==> src/rtl/gcd_stein.sv <==
// Binary (Stein) GCD unit with start/done handshake, zero-operand handling and error flag.
// Optional cycle counter on the cycles port is enabled by defining GCD_CYCLE_CNT_EN.
module gcd_stein #(
    parameter int WIDTH = 32,
    parameter int CNT_W = 8
) (
    input  logic             clk,
    input  logic             reset_n,
    input  logic             start,
    input  logic [WIDTH-1:0] a_in,
    input  logic [WIDTH-1:0] b_in,
    output logic             busy,
    output logic             done,
    output logic [WIDTH-1:0] result,
    output logic             err,
    output logic [CNT_W-1:0] cycles
);

    localparam int K_W = $clog2(WIDTH) + 1;

    typedef enum logic [1:0] {StIdle, StCheck, StStrip, StReduce} state_e;

    state_e         state_q;
    logic [WIDTH-1:0] x_q;
    logic [WIDTH-1:0] y_q;
    logic [K_W-1:0] k_q;

    always_ff @(posedge clk or negedge reset_n) begin
        if (!reset_n) begin
            state_q <= StIdle;
            x_q     <= '0;
            y_q     <= '0;
            k_q     <= '0;
            busy    <= 1'b0;
            done    <= 1'b0;
            result  <= '0;
            err     <= 1'b0;
        end else begin
            unique case (state_q)
                StIdle: begin
                    if (start) begin
                        x_q     <= a_in;
                        y_q     <= b_in;
                        k_q     <= '0;
                        busy    <= 1'b1;
                        done    <= 1'b0;
                        err     <= 1'b0;
                        state_q <= StCheck;
                    end
                end
                StCheck: begin
                    if (x_q == '0 || y_q == '0) begin
                        result  <= x_q | y_q;
                        err     <= (x_q == '0) && (y_q == '0);
                        done    <= 1'b1;
                        busy    <= 1'b0;
                        state_q <= StIdle;
                    end else begin
                        state_q <= StStrip;
                    end
                end
                StStrip: begin
                    // Remove the common power of two; k remembers how much to restore.
                    if (!x_q[0] && !y_q[0]) begin
                        x_q <= x_q >> 1;
                        y_q <= y_q >> 1;
                        k_q <= k_q + 1'b1;
                    end else begin
                        state_q <= StReduce;
                    end
                end
                StReduce: begin
                    if (!x_q[0]) begin
                        x_q <= x_q >> 1;
                    end else if (!y_q[0]) begin
                        y_q <= y_q >> 1;
                    end else if (x_q == y_q) begin
                        result  <= x_q << k_q;
                        done    <= 1'b1;
                        busy    <= 1'b0;
                        state_q <= StIdle;
                    end else if (x_q > y_q) begin
                        x_q <= (x_q - y_q) >> 1;
                    end else begin
                        y_q <= (y_q - x_q) >> 1;
                    end
                end
                default: begin
                    state_q <= StIdle;
                    busy    <= 1'b0;
                end
            endcase
        end
    end

`ifdef GCD_CYCLE_CNT_EN
    logic [CNT_W-1:0] cnt_q;
    logic [CNT_W-1:0] cnt_inc;
    logic             finish;

    always_comb begin
        cnt_inc = (cnt_q == {CNT_W{1'b1}}) ? cnt_q : cnt_q + 1'b1;
        finish  = ((state_q == StCheck) && (x_q == '0 || y_q == '0)) ||
                  ((state_q == StReduce) && x_q[0] && y_q[0] && (x_q == y_q));
    end

    always_ff @(posedge clk or negedge reset_n) begin
        if (!reset_n) begin
            cnt_q  <= '0;
            cycles <= '0;
        end else if (state_q == StIdle) begin
            // The acceptance cycle itself is counted as the first cycle.
            if (start) cnt_q <= {{(CNT_W-1){1'b0}}, 1'b1};
        end else if (busy) begin
            cnt_q <= cnt_inc;
            if (finish) cycles <= cnt_inc;
        end
    end
`else
    assign cycles = '0;
`endif

endmodule

==> config.mk <==
export PLATFORM = sky130hd
export DESIGN_NAME = gcd_stein
export DESIGN_NICKNAME = d
export VERILOG_FILES = /design/src/rtl/gcd_stein.sv
export SDC_FILE = /design/constraint.sdc
export NUM_CORES = 1
export LEC_CHECK = 0
export ABC_AREA = 0
export BUFFER_PORTS_ARGS = -buffer_cell sky130_fd_sc_hd__buf_2
export CORE_ASPECT_RATIO = 1.5
export CORE_MARGIN = 3
export CORE_UTILIZATION = 50
export DETAILED_ROUTE_END_ITERATION = 16
export PLACE_DENSITY = 0.69
export SETUP_SLACK_MARGIN = 0.1
export SLEW_MARGIN = 25
export SYNTH_ARGS = -nofsm -noshare
export SYNTH_HDL_FRONTEND = slang
export SYNTH_SLANG_ARGS = --single-unit
==> constraint.sdc <==
create_clock -name clk -period 4.8 [get_ports clk]
set_clock_uncertainty 0.2 [all_clocks]
set_input_delay 0.24 -clock clk [delete_from_list [all_inputs] [get_ports clk]]
set_output_delay 0.24 -clock clk [all_outputs]
set_load 0.01 [all_outputs]
* Word level (Yosys, flattened, before mapping)
Index checks and enable logic that the tools add are counted.
** Storage, ports and cells
- Register bits :: 107
- Logic and storage cells :: 97
- Output and inout port bits :: 43
- Bits of input ports :: 67
** Cells by class
- Bitwise gates (word level) :: 1
- $add $sub $neg :: 3
- Muxes and demuxes :: 43
- $lt $le $gt $ge :: 1
- Reduce and logical (&&, ||, !) cells :: 22
- Eq/ne operators :: 16
- Shift-type cells :: 1
** Operator list (count)
- $mux 32 :: 16
- $pmux 32 s3 :: 2
- $logic_not 32->1 :: 2
- $pmux 32 s2 :: 1
- $sub 32x32->32 :: 2
- $eq 32x32->1 :: 1
- $gt 32x32->1 :: 1
- $or 32x32->32 :: 1
- $shl 32x6->32 :: 1
- $reduce_and 6->1 :: 3
- $ne 3x3->1 const B :: 5
- $ne 2x2->1 const B :: 7
- $mux 2 :: 6
- $mux 6 :: 2
- $pmux 6 s2 :: 1
- $mux 1 :: 11
- $reduce_and 5->1 :: 2
- $reduce_and 3->1 :: 3
- $pmux 2 s4 :: 1
- $add 6x1->6 const B :: 1
- $pmux 1 s3 :: 2
- $reduce_bool 2->1 :: 3
- $reduce_bool 3->1 :: 2
- $eq 2x2->1 const B :: 2
- other kinds (7) :: 9

* Longest topological paths before layout
Gate-level depths: netlist of run 1.
- Depth after elaboration :: 6
- Depth in mapped cells :: 14
- Mapped depth without buffers :: 12

* Worst setup path before layout of run 1
No wires, ideal clock.
- Path kind :: register to register
- Start point :: register x_q[0]
- End point :: register y_q[22]
- Path slack :: 1707 ps
- Library setup time :: 130 ps
- Period minus slack after synthesis :: 3093 ps
- Cell stages (with the launch flop) :: 15
- Path buffers :: 2
- Arrival time :: 2762 ps
- Required time :: 4470 ps
- Cell sequence :: dfrtp_1 -> inv_1 -> ha_1 -> fa_1 -> nor3_1 -> o31ai_1 -> a31oi_1 -> o21ai_1 -> o211ai_2 -> nor3_2 -> o21a_1 -> buf_6 -> buf_6 -> a222oi_1 -> a21oi_1
** Between the ends
- Longest elaborated chain between the ends :: 6
** Ends and longest elaborated chain
- start, declared :: RTL line 24 : logic [WIDTH-1:0] x_q;
- start signal, assigned :: RTL line 42 : x_q <= a_in;
- start signal, assigned :: RTL line 65 : x_q <= x_q >> 1;
- start signal, assigned :: RTL line 74 : x_q <= x_q >> 1;
- $sub 32x32->32 :: RTL line 85 : y_q <= (y_q - x_q) >> 1;
- $mux 32 :: RTL line 82 : end else if (x_q > y_q) begin
- $mux 32 :: RTL line 77 : end else if (x_q == y_q) begin
- $mux 32 :: RTL line 75 : end else if (!y_q[0]) begin
- $mux 32 :: RTL line 73 : if (!x_q[0]) begin
- $pmux 32 s3 :: RTL line 39 : unique case (state_q)
- end signal, assigned :: RTL line 43 : y_q <= b_in;
- end signal, assigned :: RTL line 76 : y_q <= y_q >> 1;
- end signal, assigned :: RTL line 85
- end, declared :: RTL line 25 : logic [WIDTH-1:0] y_q;
Parallel ways exist; a longest one is shown, timed or not. The select of a mux whose other input is x is not followed.
A chain may end at the register's enable or synchronous reset.

* Worst setup path after layout of run 1
- Start point :: register x_q[3]
- End point :: register x_q[4]
** Between the ends
- Longest elaborated chain between the ends :: 6
** Ends and longest elaborated chain
- $sub 32x32->32 :: RTL line 83 : x_q <= (x_q - y_q) >> 1;
- $mux 32 :: RTL line 82
- $mux 32 :: RTL line 77
- $mux 32 :: RTL line 75
- $mux 32 :: RTL line 73
- $pmux 32 s3 :: RTL line 39
Parallel ways exist; a longest one is shown, timed or not. The select of a mux whose other input is x is not followed.

==> flow_summary_export.csv, run 1 <==
group,metric,value,unit
synth,synth-seq-area-share,24.2,%
synth,synth_top_area_cell,"dfrtp_1",
synth,yosys-top-cells-area,"dfrtp_1 (24%), ha_1 (12%), a21oi_1 (5.8%)",
critical_path,cp-start-kind,"flop",
grt,antenna_found_initial,0,
status,outcome,"finished, violations left",
synth,async_flop_share,100,%
synth,ys_dominant_reg_cell,"dfrtp_1",
grt,grt_start_max_net_pins,74,
cts,post_cts_buffers,0,
final_layout,final_nets,1593,
cts,cts_tree,"yes",
grt,grt_pass1_vias,10800,
min_path,worst_hold_path_type,"in2reg",
cts,cts-root-buf,"clkbuf_16",
timing,period_share,87.5,%
cts,clockBufferDepth,2,
critical_path,crit_start,"x_q[3]$_DFFE_PN0P_",
synth,ys_seq_elements,107,
status,violations,"negative hold slack",
critical_path,r2r_start,"x_q[3]$_DFFE_PN0P_",
drt,first_iter_violations,1131,
timing,final-setup-viol-count,0,
synth,yosys_warnings,0,
place,hpwl,33200,um
final_layout,area_delta_synth_final,11.3,%
die,die_height,188,um
synth,synth.avg_cell_area,8.29,um2
final_layout,finalNonFillerCells,1699,
drt,drt-wirelength-per-cell,24.5,um
final_layout,fill_cells,2056,
timing,tightest_slew,0.988,ns
grt,overflow,0,
synth,synth_edf_count,0,
die,core.rowCount,66,
job,maxCapViolations,0,
die,ios,110,
critical_path,crit_family,"compound AO/OA/AOI/OAI gates",
final_layout,antenna_cells,0,
timing,hold_viol,1,
cts,clk_pin_slew,0.09,ns
timing,max_slew_margin,33.5,%
critical_path,cp-end-kind,"flop",
drt,firstDrtPassIters,8,
synth,syn_area,11100,um2
critical_path,path_buf_inv,3,
grt,grt_pass1_wl,63200,um
timing,layout_min_cycle_time,4.20,ns
drt,drt-total-wl,41600,um
drt,viasPerCell,6.52,
synth,synth_top_area_share,24.2,%
cts,cts_made_buffers,9,
critical_path,slowest_stage,"dfrtp_1",
cts,clock_sinks,107,
cts,clk_latency,0.39,ns
die,start_util,51.0,%
place,portBuffers,101,
die,die-width,128,um
timing,rsz0062_at_grt,"no",
timing,fmax,238,MHz
drt,route.vias.total,11100,
critical_path,cpPeakStageDelay,0.63,ns
critical_path,cp_data_arrival_time,4.27,ns
drt,detail-route-antenna-nets,0,
critical_path,cp_max_fo,21,
timing,holdWs,-0.00839,ns
timing,finalMaxSlewViolations,0,
grt,grtUsageTotal,34.1,%
drt,drc_errors,0,
critical_path,crit_chain,"inv_1 -> ha_1 -> nor2b_1 -> o31ai_1 -> a31oi_1 -> o21ai_1 -> o211ai_2 -> buf_4 -> o2111a_1 -> buf_4 -> a222oi_1 -> o21ai_1",
die,core_area,21700,um2
final_layout,drive_gt1_share,16.2,%
critical_path,required,4.87,ns
place,place.gp.congestion,1.00,
synth,synthCells,1335,
place,dp_cells,1658,
cts,h-tree-depth,3,
min_path,hold_start,"b_in[16]",
final_layout,layout_common_cells,"a21oi_1 (129), nor2_1 (122), dfrtp_1 (106), inv_1 (102), ha_1 (102)",
final_layout,layout_commonest_cell,"a21oi_1",
timing,setup-tns-final,0,ns
synth,synth_cell_types,86,
die,die_area,24000,um2
critical_path,timing_worst_setup_path_type,"reg2reg",
==> metal layers <==
metal / track usage [%] / vias up / routed length (um)
met4: 14.2 / 0 / 1910
met3: 3.77 / 97 / 2730
met2: 58.9 / 557 / 20500
met1: 43.1 / 5334 / 16400
met5: 0 / - / 0
li1: - / 5082 / -
==> tightest hold or removal path, cell delays in order <==
cell and delay (ns):
buf_2 0.07, a222oi_1 0.08, a21oi_1 0.14
==> final timing paths <==
path                            slack [ns]  cells past startpoint                      to
worst min-delay path                -0.008                      3     y_q[16]$_DFFE_PN0P_
worst max register to register        0.60                     12      x_q[4]$_DFFE_PN0P_
worst max-delay path                  0.60                     12      x_q[4]$_DFFE_PN0P_
min in group asynchronous             0.17                      2   result[1]$_DFFE_PN0P_
worst min register to register        0.27                      2  result[21]$_DFFE_PN0P_
max in group asynchronous             3.31                      3     y_q[30]$_DFFE_PN0P_
==> what timing repair did <==
action	in CTS	in global routing
hold buffers	24	0
gates resized for setup	0	0
hold endpoints to repair	95	0
==> synth_stat cells (31+ instances only) <==
cell type / count
a21oi_1: 129
a222oi_1: 49
clkbuf_1: 41
dfrtp_1: 107
ha_1: 102
inv_1: 102
mux2i_1: 44
nand2_1: 95
nor2_1: 123
nor4_1: 31
o21ai_0: 73
xnor2_1: 48
==> layout make-up <==
type	count	area [um2]	area share (%)
Sequential cell	107	2680	21.8
Inverter	108	405	3.29
Clock inverter	7	77.6	0.629
Multi-Input combinational cell	1037	7580	61.5
Timing Repair Buffer	159	1020	8.24
Tap cell	272	340	2.76
Clock buffer	9	225	1.83
==> through the flow <==
stage          hold WS, ns  util, %  worst slack (ns)  area, um2
6_report          -0.00839     56.8             0.600      12300
5_1_grt             0.0171     56.8             0.271      12300
4_1_cts            0.00134     56.6             0.705      12300
3_5_place_dp         0.234     54.1             0.753      11800
3_3_place_gp         0.227     54.1             0.785      11800
2_1_floorplan       -0.256        -              1.71      11100
==> logic make-up (layout without fill, tap and decap cells) <==
group,count (synthesis),after routing,synth area share [%]
xor+xnor,56,56,4.43
other cells,1,8,0.0339
simple gates,360,360,15.8
mux,73,73,9.16
buf+inv,198,283,7.68
compound gates,436,436,26.9
flops,107,107,24.2
fa+ha+maj,104,104,11.9
==> flip-flops by register name (all words and copies together) (netlist names), named ones only <==
signal and cells:
state_q 1, err 1, result 32, k_q 6, busy 1, y_q 32
done 1, x_q 32
Power of run 1 is not shown: default switching activity piles up to over one toggle a cycle in this logic, so the estimate is an artifact.
==> inputs of run 2 (changes only) <==
--- a/config.mk
+++ b/config.mk
@@ -5,7 +5,7 @@
 export SDC_FILE = /design/constraint.sdc
 export NUM_CORES = 1
 export LEC_CHECK = 0
-export ABC_AREA = 0
+export ABC_AREA = 1
 export BUFFER_PORTS_ARGS = -buffer_cell sky130_fd_sc_hd__buf_2
 export CORE_ASPECT_RATIO = 1.5
 export CORE_MARGIN = 3
==> flow_summary_export.csv, run 2 <==
group,metric,value,unit
status,outcome,"finished, violations left",
status,violations,"negative hold slack",
die,die_height,202,um
synth,ys_seq_elements,107,
die,start_util,51.0,%
drt,viasPerCell,5.55,
drt,drt-total-wl,51300,um
cts,h-tree-depth,3,
synth,synth_edf_count,0,
cts,hold_buffers,32,
synth,synth_most_common_cell,"nand2_1",
cts,clockBufferDepth,2,
place,place.gp.congestion,1.06,
drt,firstDrtPassIters,5,
critical_path,cp-end-kind,"flop",
final_layout,antenna_cells,0,
place,post-place-ws,1.11,ns
critical_path,cp_max_fo,17,
timing,final-setup-viol-count,0,
final_layout,fill_cells,2729,
synth,syn_area,12800,um2
synth,synth-seq-area-share,20.9,%
timing,period_share,73.6,%
min_path,worst_hold_path_type,"in2reg",
final_layout,finalNonFillerCells,2594,
grt,grt_start_max_net_pins,72,
grt,overflow,0,
cts,cts_made_buffers,9,
final_layout,reg.largest.list,"result: 32 flops, x_q: 32 flops, y_q: 32 flops",
grt,grt_pass1_wl,77400,um
drt,drt-wirelength-per-cell,19.8,um
place,hpwl,41600,um
final_layout,final_nets,2432,
drt,detail-route-antenna-nets,0,
die,die_area,27700,um2
timing,setup_ws,1.27,ns
cts,clk_pin_slew,0.09,ns
cts,cts-root-buf,"clkbuf_16",
synth,synth_top_area_share,21.8,%
job,maxCapViolations,0,
cts,clk_latency,0.38,ns
timing,fmax,283,MHz
synth,synth_top_area_cell,"nand2_1",
synth,synth.avg_cell_area,5.88,um2
cts,cts_resized,0,
synth,ys_dominant_reg_cell,"dfrtp_1",
timing,holdWs,-0.00201,ns
cts,clock_sinks,107,
synth,yosys_warnings,0,
final_layout,layout_common_cells,"nand2_1 (747), inv_1 (284), nor2_1 (223), o21ai_0 (150), nand3_1 (124)",
critical_path,required,4.92,ns
grt,grtUsageTotal,37.0,%
die,ios,110,
place,portBuffers,101,
critical_path,cp-start-kind,"flop",
final_layout,drive_gt1_share,9.00,%
grt,antenna_found_initial,0,
timing,layout_min_cycle_time,3.53,ns
cts,post_cts_buffers,0,
final_layout,layout_commonest_cell,"nand2_1",
timing,finalMaxSlewViolations,0,
critical_path,r2r_slack,1.27,ns
drt,route.vias.total,14400,
timing,tightest_slew,1.04,ns
synth,synth_common_cells,"nand2_1 (747), inv_1 (284), nor2_1 (224)",
die,core.rowCount,71,
critical_path,cp_data_arrival_time,3.65,ns
synth,yosys-top-cells-area,"nand2_1 (22%), dfrtp_1 (21%), ha_1 (9.9%)",
timing,max_slew_margin,30.4,%
place,dp_cells,2546,
cts,cts_tree,"yes",
drt,drc_errors,0,
timing,setup-tns-final,0,ns
final_layout,area_delta_synth_final,10.1,%
grt,grt_pass1_vias,13800,
drt,first_iter_violations,1144,
timing,rsz0062_at_grt,"no",
critical_path,timing_worst_setup_path_type,"reg2reg",
timing,hold_viol,1,
synth,synthCells,2183,
synth,synth_cell_types,46,
die,core_area,25100,um2
die,die-width,137,um
synth,async_flop_share,100,%
## run 2: path summary, 6_finish.rpt
check	startpoint	endpoint	depth (start not counted)
min in group asynchronous	reset_n	result[3]$_DFFE_PN0P_	2
setup reg to reg	x_q[3]$_DFFE_PN0P_	y_q[14]$_DFFE_PN0P_	16
hold reg to reg	result[10]$_DFFE_PN0P_	result[10]$_DFFE_PN0P_	2
setup / recovery	x_q[3]$_DFFE_PN0P_	y_q[14]$_DFFE_PN0P_	16
hold / removal	a_in[0]	x_q[0]$_DFFE_PN0P_	3
max in group asynchronous	reset_n	result[14]$_DFFE_PN0P_	3
## run 2: metal layers
metal	track usage [%]	up-vias	wire, um
met1	44.8	6669	20100
li1	-	7030	-
met3	4.36	140	3230
met4	22.6	0	3770
met5	0	-	0
met2	61.7	552	24100
## run 2: critical path, cell delays in order, from the launching register on
cell	delay, ns
dfrtp_1	0.49
inv_1	0.24
ha_1	0.52
inv_1	0.10
a21oi_1	0.14
nand2_1	0.13
nand2_1	0.10
nand2_2	0.08
nand2_2	0.09
nand2_2	0.06
nand2_2	0.08
nand2_4	0.08
nor2_2	0.17
nand2_2	0.34
o21ai_0	0.49
nand2_1	0.10
nand2_1	0.07
## run 2: stage by stage
step / util [%] / hold WS, ns / cell area, um2
floorplan: - / -0.256 / 12900
global placement: 53.5 / 0.248 / 13500
detailed placement: 53.6 / 0.253 / 13500
CTS: 56.2 / 0.000192 / 14100
global route: 56.2 / 0.00957 / 14100
finish: 56.2 / -0.00201 / 14100
## run 2: final cells by class
type / instances / area, um2 / share of cell area [%]
inverter: 304 / 1150 / 8.11
clock inverter: 6 / 96.3 / 0.682
tap: 328 / 410 / 2.90
sequential: 107 / 2680 / 19.0
multi-input combinational: 1690 / 8610 / 60.9
clock buffer: 10 / 239 / 1.69
timing repair buffer: 149 / 952 / 6.74
## run 2: logic make-up after synthesis
group                    synth area share [%]
AO/OA/AOI/OAI                            15.8
XOR/XNOR                                 1.98
flip-flops                               20.9
adder cells (fa/ha/maj)                  10.3
AND/OR/NAND/NOR                          38.4
multiplexers                            0.234
other                                  0.0292
buffers and inverters                    12.4
Power of run 2 is left out for the same reason.
==> inputs of run 3 (changes only) <==
--- a/config.mk
+++ b/config.mk
@@ -11,7 +11,7 @@
 export CORE_MARGIN = 3
 export CORE_UTILIZATION = 50
 export DETAILED_ROUTE_END_ITERATION = 16
-export PLACE_DENSITY = 0.69
+export PLACE_DENSITY = 0.71
 export SETUP_SLACK_MARGIN = 0.1
 export SLEW_MARGIN = 25
 export SYNTH_ARGS = -nofsm -noshare
==> constraint.sdc (replaced) <==
create_clock -name clk -period 3 [get_ports clk]
set_clock_uncertainty 0.2 [all_clocks]
set_input_delay 0.15 -clock clk [delete_from_list [all_inputs] [get_ports clk]]
set_output_delay 0.15 -clock clk [all_outputs]
set_load 0.01 [all_outputs]
==> flow_summary_export.csv, run 3 (same netlist as run 2, synthesis figures left out) <==
group,metric,value,unit
critical_path,crit_start,"y_q[14]$_DFFE_PN0P_",
critical_path,rr_endpoint,"x_q[7]$_DFFE_PN0P_",
timing,tightest_slew,0.811,ns
grt,antenna_found_initial,2,
die,start_util,51.0,%
die,core_area,25100,um2
critical_path,cpPeakStageDelay,0.44,ns
final_layout,antenna_cells,0,
critical_path,required,3.12,ns
min_path,worst_hold_path_type,"in2async",
final_layout,reg.largest.list,"result: 32 flops, x_q: 32 flops, y_q: 32 flops",
critical_path,worstSetupEndpoint,"x_q[7]$_DFFE_PN0P_",
die,die-width,137,um
timing,period_share,94.8,%
cts,cts_tree,"yes",
timing,fmax,352,MHz
critical_path,slowest_stage,"dfrtp_2",
critical_path,crit_family,"simple AND/OR/NAND/NOR gates",
critical_path,cp_data_arrival_time,2.96,ns
final_layout,finalNonFillerCells,2764,
critical_path,r2r_slack,0.16,ns
drt,drt-wirelength-per-cell,20.1,um
timing,finalMaxSlewViolations,0,
grt,grt_pass1_wl,83100,um
final_layout,fill_cells,2480,
critical_path,cp-start-kind,"flop",
critical_path,cp_common_cell,"nand2_2",
place,portBuffers,101,
critical_path,worst-path-stages,16,
timing,setup-tns-final,0,ns
final_layout,layout_common_cells,"nand2_1 (741), inv_1 (275), nor2_1 (206), o21ai_0 (143), buf_4 (143)",
critical_path,timing_worst_setup_path_type,"reg2reg",
critical_path,cp-end-kind,"flop",
place,hpwl,44500,um
timing,layout_min_cycle_time,2.84,ns
cts,cts-root-buf,"clkbuf_16",
final_layout,final_nets,2602,
timing,hold_viol,0,
grt,overflow,0,
cts,clk_pin_slew,0.09,ns
final_layout,area_delta_synth_final,24.1,%
cts,clockBufferDepth,2,
timing,final-setup-viol-count,0,
drt,drt-total-wl,55500,um
drt,route.vias.total,15500,
die,die_height,202,um
final_layout,layout_commonest_cell,"nand2_1",
cts,h-tree-depth,3,
place,place.gp.congestion,1.09,
critical_path,cp_max_fo,9,
cts,clk_latency,0.38,ns
die,ios,110,
cts,clock_sinks,107,
drt,first_iter_violations,1544,
grt,grt_start_max_net_pins,59,
drt,firstDrtPassIters,5,
timing,rsz0062_at_grt,"yes",
critical_path,crit_chain,"inv_1 -> ha_1 -> nor2_2 -> inv_2 -> nor2_4 -> nand2_2 -> inv_2 -> nand2_2 -> nand2_2 -> nand2_2 -> nand2_4 -> nand4_1 -> buf_4 -> o21bai_1 -> nand2_1 -> nand2_1",
drt,detail-route-antenna-nets,0,
place,dp_cells,2663,
status,outcome,"completed",
die,core.rowCount,71,
critical_path,reg2regPathDepth,16,
timing,max_slew_margin,45.4,%
critical_path,path_buf_inv,4,
cts,cts_made_buffers,9,
die,die_area,27700,um2
timing,holdWs,0.0276,ns
final_layout,drive_gt1_share,17.2,%
grt,grt_pass1_vias,14800,
job,maxCapViolations,0,
grt,grtUsageTotal,39.6,%
critical_path,r2r_start,"y_q[14]$_DFFE_PN0P_",
drt,viasPerCell,5.62,
drt,drc_errors,0,
[run 3: cell count changes in the layout (fill, tap and decap cells not counted), sizes merged]
cell	change
buf	+135
clkinvlp	+2
clkbuf	+1
dlygate4sd3	+34
bufinv	-1
clkinv	-1
[run 3: cell type report]
class	count	area (um2)	share of cell area (%)
clock buffers	10	239	1.50
clock inverters	6	72.6	0.456
inverters	304	1150	7.20
multi-input cells	1690	8920	56.0
flip-flops and latches	107	2700	16.9
well taps	328	410	2.58
repair buffers	319	2440	15.3
[run 3: worst min path at each step]
stage / from / endpoint / depth (start not counted)
global placement: reset_n / result[5]$_DFFE_PN0P_ / 1
detailed placement: reset_n / result[6]$_DFFE_PN0P_ / 1
CTS: reset_n / x_q[6]$_DFFE_PN0P_ / 2
global route: reset_n / result[4]$_DFFE_PN0P_ / 2
finish: reset_n / result[4]$_DFFE_PN0P_ / 2
floorplan: reset_n / async pin / 0
[run 3: metrics by stage]
step / area, um2 / util (%) / setup WS [ns]
floorplan: 12900 / - / 0.239
global placement: 14400 / 57.4 / 0.000951
detailed placement: 14400 / 57.4 / -0.0249
CTS: 15500 / 61.5 / 0.0767
global route: 15900 / 63.3 / 0.0608
finish: 15900 / 63.3 / 0.157
[run 3: what timing repair did]
| action | CTS | global route |
|---|---|---|
| buffers inserted | 2 | 16 |
| endpoints found under the setup margin | 58 | 97 |
| hold buffers | 66 | 0 |
| hold endpoints to repair | 174 | 0 |
| pin swaps | 1 | 4 |
| gates resized for setup | 7 | 97 |
| cloned | 0 | 1 |
[run 3: routing by layer]
metal  global-route usage [%]  part of all wire (%)  vias up
met4                     23.9                   7.2        4
met2                     66.4                    48      774
met3                     6.62                   8.2      187
li1                         -                     -     7380
met5                        0                 0.049        -
met1                     46.7                    37     7188
Power of run 3 is left out for the same reason.
